### src/rtl/datapath_core.sv
// Datapath executing control-unit words: PC/IR, 16-entry register file,
// synchronous data memory and ALU, with IR returned to the control unit.
module datapath_core #(
    parameter int    DATA_W    = 16,
    parameter int    DMEM_AW   = 8,
    parameter string DMEM_INIT = ""
) (
    input  logic               Clock,
    input  logic               Reset,
    input  logic               PC_CLR,
    input  logic               PC_IC,
    input  logic               IR_LD,
    input  logic [DMEM_AW-1:0] D_ADDR,
    input  logic               D_WR,
    input  logic               RF_S,
    input  logic               RF_W_EN,
    input  logic [3:0]         RF_A_ADDR,
    input  logic [3:0]         RF_B_ADDR,
    input  logic [3:0]         RF_W_ADDR,
    input  logic [3:0]         ALU_S,
    input  logic [DATA_W-1:0]  I_DATA,
    output logic [7:0]         I_ADDR,
    output logic [DATA_W-1:0]  IR,
    output logic [7:0]         PC,
    output logic [DATA_W-1:0]  ALU_Y,
    output logic [2:0]         FLAGS
);

    typedef enum logic [3:0] {
        AluPass = 4'h0,
        AluAdd  = 4'h1,
        AluSub  = 4'h2,
        AluAnd  = 4'h3,
        AluOr   = 4'h4,
        AluXor  = 4'h5,
        AluNand = 4'h6,
        AluShl  = 4'h7,
        AluShr  = 4'h8,
        AluRol  = 4'h9,
        AluRor  = 4'hA
    } aluOp_e;

    logic [7:0]        pc_q, pc_d;
    logic [DATA_W-1:0] ir_q, ir_d;
    logic [2:0]        flags_q, flags_d;
    logic [DATA_W-1:0] dRdata_q;
    logic [DATA_W-1:0] regFile_q [16];
    logic [DATA_W-1:0] mem_q [2**DMEM_AW];

    logic [DATA_W-1:0] opA, opB, aluY, rfWData;
    logic              aluC;

    assign opA = regFile_q[RF_A_ADDR];
    assign opB = regFile_q[RF_B_ADDR];

    // Unlisted select codes fall through to pass-A with carry cleared
    always_comb begin
        aluY = opA;
        aluC = 1'b0;
        case (aluOp_e'(ALU_S))
            AluAdd:  {aluC, aluY} = {1'b0, opA} + {1'b0, opB};
            AluSub:  begin
                aluY = opA - opB;
                aluC = (opA < opB);
            end
            AluAnd:  aluY = opA & opB;
            AluOr:   aluY = opA | opB;
            AluXor:  aluY = opA ^ opB;
            AluNand: aluY = ~(opA & opB);
            AluShl:  begin
                aluY = {opA[DATA_W-2:0], 1'b0};
                aluC = opA[DATA_W-1];
            end
            AluShr:  begin
                aluY = {1'b0, opA[DATA_W-1:1]};
                aluC = opA[0];
            end
            AluRol:  begin
                aluY = {opA[DATA_W-2:0], opA[DATA_W-1]};
                aluC = opA[DATA_W-1];
            end
            AluRor:  begin
                aluY = {opA[0], opA[DATA_W-1:1]};
                aluC = opA[0];
            end
            default: ;
        endcase
    end

    // Flags track only ALU writebacks; loads from memory leave them alone
    always_comb begin
        pc_d = pc_q;
        if (PC_CLR)
            pc_d = '0;
        else if (PC_IC)
            pc_d = pc_q + 8'd1;
        ir_d    = IR_LD ? I_DATA : ir_q;
        flags_d = flags_q;
        if (RF_W_EN && !RF_S)
            flags_d = {aluY[DATA_W-1], (aluY == '0), aluC};
        rfWData = RF_S ? dRdata_q : aluY;
    end

    always_ff @(posedge Clock) begin
        if (Reset) begin
            pc_q     <= '0;
            ir_q     <= '0;
            flags_q  <= '0;
            dRdata_q <= '0;
            for (int i = 0; i < 16; i++)
                regFile_q[i] <= '0;
        end else begin
            pc_q     <= pc_d;
            ir_q     <= ir_d;
            flags_q  <= flags_d;
            dRdata_q <= mem_q[D_ADDR];
            if (RF_W_EN)
                regFile_q[RF_W_ADDR] <= rfWData;
        end
    end

    // Memory has no reset, but a write on a reset edge is still suppressed
    always_ff @(posedge Clock) begin
        if (D_WR && !Reset)
            mem_q[D_ADDR] <= opA;
    end

    assign I_ADDR = pc_q;
    assign PC     = pc_q;
    assign IR     = ir_q;
    assign ALU_Y  = aluY;
    assign FLAGS  = flags_q;

endmodule

### config.mk
export PLATFORM = sky130hd
export DESIGN_NAME = datapath_core
export DESIGN_NICKNAME = d
export VERILOG_FILES = /design/src/rtl/datapath_core.sv
export SDC_FILE = /design/constraint.sdc
export NUM_CORES = 2
export LEC_CHECK = 0
export ABC_AREA = 1
export CAP_MARGIN = 20
export CORE_MARGIN = 3
export CORE_UTILIZATION = 35
export DETAILED_ROUTE_END_ITERATION = 8
export SYNTH_ARGS = -nofsm -noshare
export SYNTH_HDL_FRONTEND = slang
export SYNTH_MEMORY_MAX_BITS = 65536
export SYNTH_SLANG_ARGS = --single-unit
export TNS_END_PERCENT = 20
### constraint.sdc
create_clock -name Clock -period 27.8 [get_ports Clock]
set_input_delay 5.56 -clock Clock [delete_from_list [all_inputs] [get_ports Clock]]
set_output_delay 5.56 -clock Clock [all_outputs]
set_load 0.02 [all_outputs]
# Yosys cells after proc, flatten, opt, wreduce, memory -nomap -nowiden

Memories as Yosys holds them, arrays and structs flattened. A register that Yosys moved wholly into a read port is not among the register bits.
Index checks and enable logic that the tools add are counted.

Memories kept: 2
Latch bits: 0
Input bits: 48
Output and inout port bits: 51
Memory bits (read-only): 0
Bits in writable memories: 4352
Flip-flop bits (word level): 27

Memories:

| memory    | depth | bits a word | rd ports | clocked after Yosys merged registers in | wr ports | line | source |
|---|---|---|---|---|---|---|---|
| mem_q     | 256   | 16          | 1        | 1                                       | 1        | 48   | `logic [DATA_W-1:0] mem_q [2**DMEM_AW];` |
| regFile_q | 16    | 16          | 2        | 0                                       | 16       | 47   | `logic [DATA_W-1:0] regFile_q [16];` |

Eq/ne operators: 10
Bitwise gates (word level): 4
Div/mod/pow operators: 0
$mul: 0
Mux-type cells: 13
Reductions and logical operators: 9
Add/sub/neg operators: 3
Magnitude comparators: 1
Shifts and indexed selects: 0

Operators by type and width:

| operator                                                        | count |
|---|---|
| 16-bit case mux with 10 select lines                            | 1 |
| 16-bit 2-to-1 mux                                               | 2 |
| 16-bit by 16-bit adder with 17-bit output                       | 1 |
| 16-bit bitwise AND                                              | 1 |
| 4-bit by 3-bit == test with 1-bit output, second input constant | 4 |
| 16-bit logical NOT                                              | 1 |
| 16-bit < comparator                                             | 1 |
| 16-bit inverter                                                 | 1 |
| 16-bit OR                                                       | 1 |
| 16-bit OR reduction                                             | 1 |
| 16-bit subtractor                                               | 1 |
| 16-bit XOR                                                      | 1 |
| 4-bit == test, second input constant                            | 3 |
| 8-bit by 1-bit adder with 8-bit output, second input constant   | 1 |
| 4-bit by 2-bit == test with 1-bit output, second input constant | 2 |
| 1-bit 2-to-1 mux                                                | 8 |
| 2-bit OR reduction                                              | 3 |
| 4-bit by 1-bit == test with 1-bit output, second input constant | 1 |
| 4-bit 2-to-1 mux                                                | 1 |
| 1-bit case mux with 4 select lines                              | 1 |
| 1-bit logical AND                                               | 2 |
| 1-bit logical NOT                                               | 2 |

# Longest topological paths before layout

An unclocked memory read counts as a cell.

Depth in word-level cells: 6
Mapped depth: 31
Gate-level depth less buffers: 27

# Worst setup path before layout

OpenSTA, ideal clock, no wires.

Path type: input to output
Start: input RF_A_ADDR[0]
End: output ALU_Y[8]
Arrival time: 11648 ps
Setup slack: 10592 ps
Cell stages on the path: 20
Cell sequence: buf_6 -> clkinv_1 -> buf_4 -> nand2_1 -> nand3_1 -> nand3_1 -> nand3_1 -> nand2_1 -> inv_1 -> ha_1 -> fa_1 -> inv_1 -> nand3_1 -> nand3_1 -> nand2_1 -> nand3_1 -> nand3_1 -> nand2_1 -> nor2_1 -> nor2_1

RTL lines:

| element                                                                        | line   | source |
|---|---|---|
| from (decl)                                                                    | 17     | `input logic [3:0] RF_A_ADDR,` |
| memory read 16 x 16 bit *                                                      | --     |  |
| named net opA[0]                                                               | 50     | `logic [DATA_W-1:0] opA, opB, aluY, rfWData;` |
| 16-bit subtractor or 16-bit by 16-bit adder with 17-bit output (tied branches) | 63, 61 |  |
| 16-bit case mux with 10 select lines *                                         | 60     | `case (aluOp_e'(ALU_S))` |
| to (decl)                                                                      | 25     | `output logic [DATA_W-1:0] ALU_Y,` |

The timed path passes the listed nets; every way through them passes the cells marked *.

# Worst setup path in the final report

Start: input RF_A_ADDR[2]
End: output ALU_Y[8]

Same word-level chain as after synthesis.

==> metrics.md <==
| Metric | Value |
|---|---|
| Router iterations before antenna repair | 6 |
| DR WL met3 | between 50 and 60 mm |
| Clock network power share | 40.4% |
| Setup violators final | 0 |
| Kind of critical path | input pin to primary output |
| Logic pwr share | under 10% |
| Worst Setup End Kind | primary output |
| Top FF cell, synth | edfxtp_1 |
| Overall Global Routing Usage | 21.0% |
| CTS tree | built |
| Clk buf depth | 4 |
| Post-DP HPWL | 322 mm |
| # H-tree levels | 5 |
| P_int | 10900 uW |
| Via count | ~120k |
| Lkg Pwr | roughly 0.066 uW |
| Fin crit period | 16.80 ns |
| Start point of the critical path | RF_A_ADDR[2] |
| Initial antenna violation count | 29 |
| Design Area, Final | around 0.20 sq mm |
| Worst-case reg-to-reg path depth | 21 |
| Hold Buf Count CTS | 0 |
| FF-to-FF Start | regFile_q[6][0]$_SDFFCE_PN0P_ |
| Worst-Margin Slew | ~1.2 ns |
| Register area share after synthesis | around 74% |
| # DRC | 0 |
| Hold worst-path end | FLAGS[0]$_SDFFE_PP0P_ |
| Via-per-instance ratio | ~5.7 |
| Post-synth cell types | 50 |
| Final worst path period share | 60.4% |
| Num CTS Buffers | about 440 |
| Flop pwr share | between 50% and 60% |
| Mean area per synthesized cell | roughly 13 sq um |
| First-pass GRT wire length | approximately 800 mm |
| Resized Gates After CTS | 0 |
| Post-synth EDFFs | between 4000 and 5000 |
| CORE AREA | 0.503 sq mm |
| Clock Latency Late Sink | approximately 1.1 ns |
| Hold_sp | FLAGS[0]$_SDFFE_PP0P_ |
| Clock Tree Root | clkbuf_16 |
| Die Span X | 718 um |
| Antenna viol nets, final | 0 |
| Boundary Pins | 99 |
| Crit path required time | between 20 and 25 ns |
| RSZ-0062 raised after global routing | no |
| Number of max-cap violations | 0 |
| Max VDD drop | 0.0712 mV |
| Max Transition Viols Final | 0 |
| Largest net degree at the start of global routing | between 150 and 200 |
| Area Overhead vs Synth | 13.2% |
| Worst slew margin | between 10% and 20% |
| DRT met1 WL | between 200 and 250 mm |
| DR top layer | met5 |
| Starting Density | 35.2% |
| Layout cell share with drive strength beyond 1 | under 10% |
| Row cnt | 260 |
| Worst-path fanout max | between 50 and 60 |
| Vias in the first global route | 110000 |
| Final wirelength | 563 mm |
| Congestion Overflow GR | 0 |
| Routed WL per cell | between 20 and 30 um |
| Power per cell area | 72.1 mW/mm^2 |
| Net Count, Synth | 13500 |
| Flops & latches, synth | around 4400 |
| Worst hold path type | register to register |
| Final #Nets | ~14000 |
| Clock transition at path regs | about 0.05 ns |
| P_sw | between 3000 and 4000 uW |
| Synthesized cell area | roughly 0.18 sq mm |
| Die height | 718 um |
| Dpl cell area | around 0.19 sq mm |
| R2R Setup Slk | 23.25 ns |
| Fillers | approximately 47000 |
| WL met2 | between 200 and 300 mm |
| Hold Path Stages | 2 |
| F_max | just under 60 MHz |
| Critical Path AT | around 11 ns |
| # port buffers | between 90 and 100 |
| Routability cong. | between 0.8 and 0.9 |
| Initial DRC count | approximately 16000 |
| Async SR Flop Fraction | 0% |
| Yosys warnings | 0 |
| Outcome | complete, no violations |
| R2R Path End | regFile_q[6][14]$_SDFFCE_PN0P_ |
| Hold Fails Final Rpt | 0 |
| Die area | about 0.52 sq mm |
| Clk sink count | between 4000 and 5000 |
| Fin Setup TNS | 0 ns |
| Final Skew | roughly 0.12 ns |
| Number of cells produced by synthesis | ~13000 |
| Setup crit start kind | input pin |
| Net Sw Frac | between 20% and 30% |
| Post CTS Setup Buffer Count | 0 |
## layer usage
metal  GRT usage [%]  up-vias
li1                -    50900
met1            29.2    59500
met2            33.1     6257
met3            3.45      952
met4            7.57        4
met5               0        -
## power by group through the flow
stage	Combinational, uW	Clock, uW	Sequential (uW)
global route	1240	6170	7460
global placement	1140	0	7600
finish	1160	5850	7460
floorplan	634	0	7640
detailed placement	1150	0	7600
CTS	1150	5910	7460
## Yosys cell counts, types with 5 or more instances
master	instances	area [sq um]
o31ai_1	60	450
buf_1	106	398
o211ai_1	69	518
clkbuf_1	461	1730
dfxtp_1	43	861
buf_6	25	282
nor2_2	5	31.3
or2_0	7	43.8
edfxtp_1	4352	131000
nor2_1	844	3170
a21oi_1	170	851
a22oi_1	1024	7690
buf_2	395	1980
or2_2	37	231
nand3_1	2987	14900
nand2_1	1453	5450
inv_1	321	1200
buf_4	30	225
o21ai_2	12	105
nor3_1	95	475
or2_1	29	181
nand2_2	11	68.8
o22ai_1	35	219
o21ai_1	21	105
a41oi_1	15	131
inv_2	16	60.1
clkinv_1	17	63.8
o21ai_0	182	911
a31oi_1	401	2510
o221ai_1	21	184
ha_1	55	688
nand4_1	67	419
## worst max path at each step
stage,to,slack [ns]
final,ALU_Y[8],11.00
after CTS,ALU_Y[8],10.99
after floorplan,ALU_Y[8],10.59
after global routing,ALU_Y[8],10.53
after global placement,ALU_Y[8],11.01
after detailed placement,ALU_Y[8],11.02
## cell families (layout without fill, tap and decap cells)
| logic type | Yosys count | count (layout) | share of synthesized area (%) |
|---|---|---|---|
| other cells | 0 | 9 | 0 |
| fa+ha+maj | 57 | 57 | 0.411 |
| flops | 4395 | 4395 | 74.2 |
| simple gates | 5554 | 5554 | 14.2 |
| compound gates | 2021 | 2021 | 7.77 |
| mux | 4 | 4 | 0.0508 |
| buf+inv | 1373 | 1777 | 3.36 |
## per-stage QoR
step / hold slack [ns] / util [%] / worst slack (ns) / power (uW) / cells
2_1_floorplan: 0.540 / - / 10.59 / 8280 / 13400
3_3_place_gp: 0.476 / 37.1 / 11.01 / 8740 / 19700
3_5_place_dp: 0.466 / 37.1 / 11.02 / 8750 / 19700
4_1_cts: 0.480 / 39.9 / 10.99 / 14500 / 20500
5_1_grt: 0.497 / 39.9 / 10.53 / 14900 / 20500
6_report: 0.477 / 39.9 / 11.00 / 14500 / 20500
## registers in the layout, indices dropped and copies added (netlist names)
register   flops
IR            16
I_ADDR         8
mem_q       4096
dRdata_q      16
FLAGS          3
regFile_q    256
## layout make-up
class	instances	area, sq um	area share, %
sequential	4395	132000	65.6
multi-input combinational	7636	40100	20.0
clock buffer	566	11700	5.81
tap	6681	8360	4.17
timing repair buffer	604	5160	2.57
clock inverter	252	2430	1.21
inverter	355	1370	0.683
antenna	9	22.5	0.0112
## worst max-delay path, stage by stage
cell	delay [ns]
clkdlybuf4s50_1	0.51
buf_4	0.45
inv_1	0.38
buf_4	0.36
nand3_1	0.15
nand3_1	0.12
nand2_4	0.51
inv_1	0.23
ha_1	0.29
fa_1	0.45
inv_1	0.10
nand3_1	0.08
nand3_1	0.32
nand2_1	0.12
nand3_1	0.09
nand3_1	0.08
nand2_1	0.07
nor2_1	0.05
nor2_1	0.50
clkdlybuf4s50_1	0.74
## layout by cell type, fill, tap and decap left out, types with 67 or more instances in the layout
cell type        count
edfxtp_1          4352
nand3_1           2987
nand2_1           1428
a22oi_1           1024
nor2_1             823
buf_4              478
clkbuf_16          443
a31oi_1            401
inv_1              320
o21ai_0            182
a21oi_1            170
clkinv_1           127
clkbuf_1           112
nor3_1              95
clkdlybuf4s50_1     91
o211ai_1            69
nand4_1             67
clkinv_2            67
Note: power is estimated with default switching activity, not from simulation.
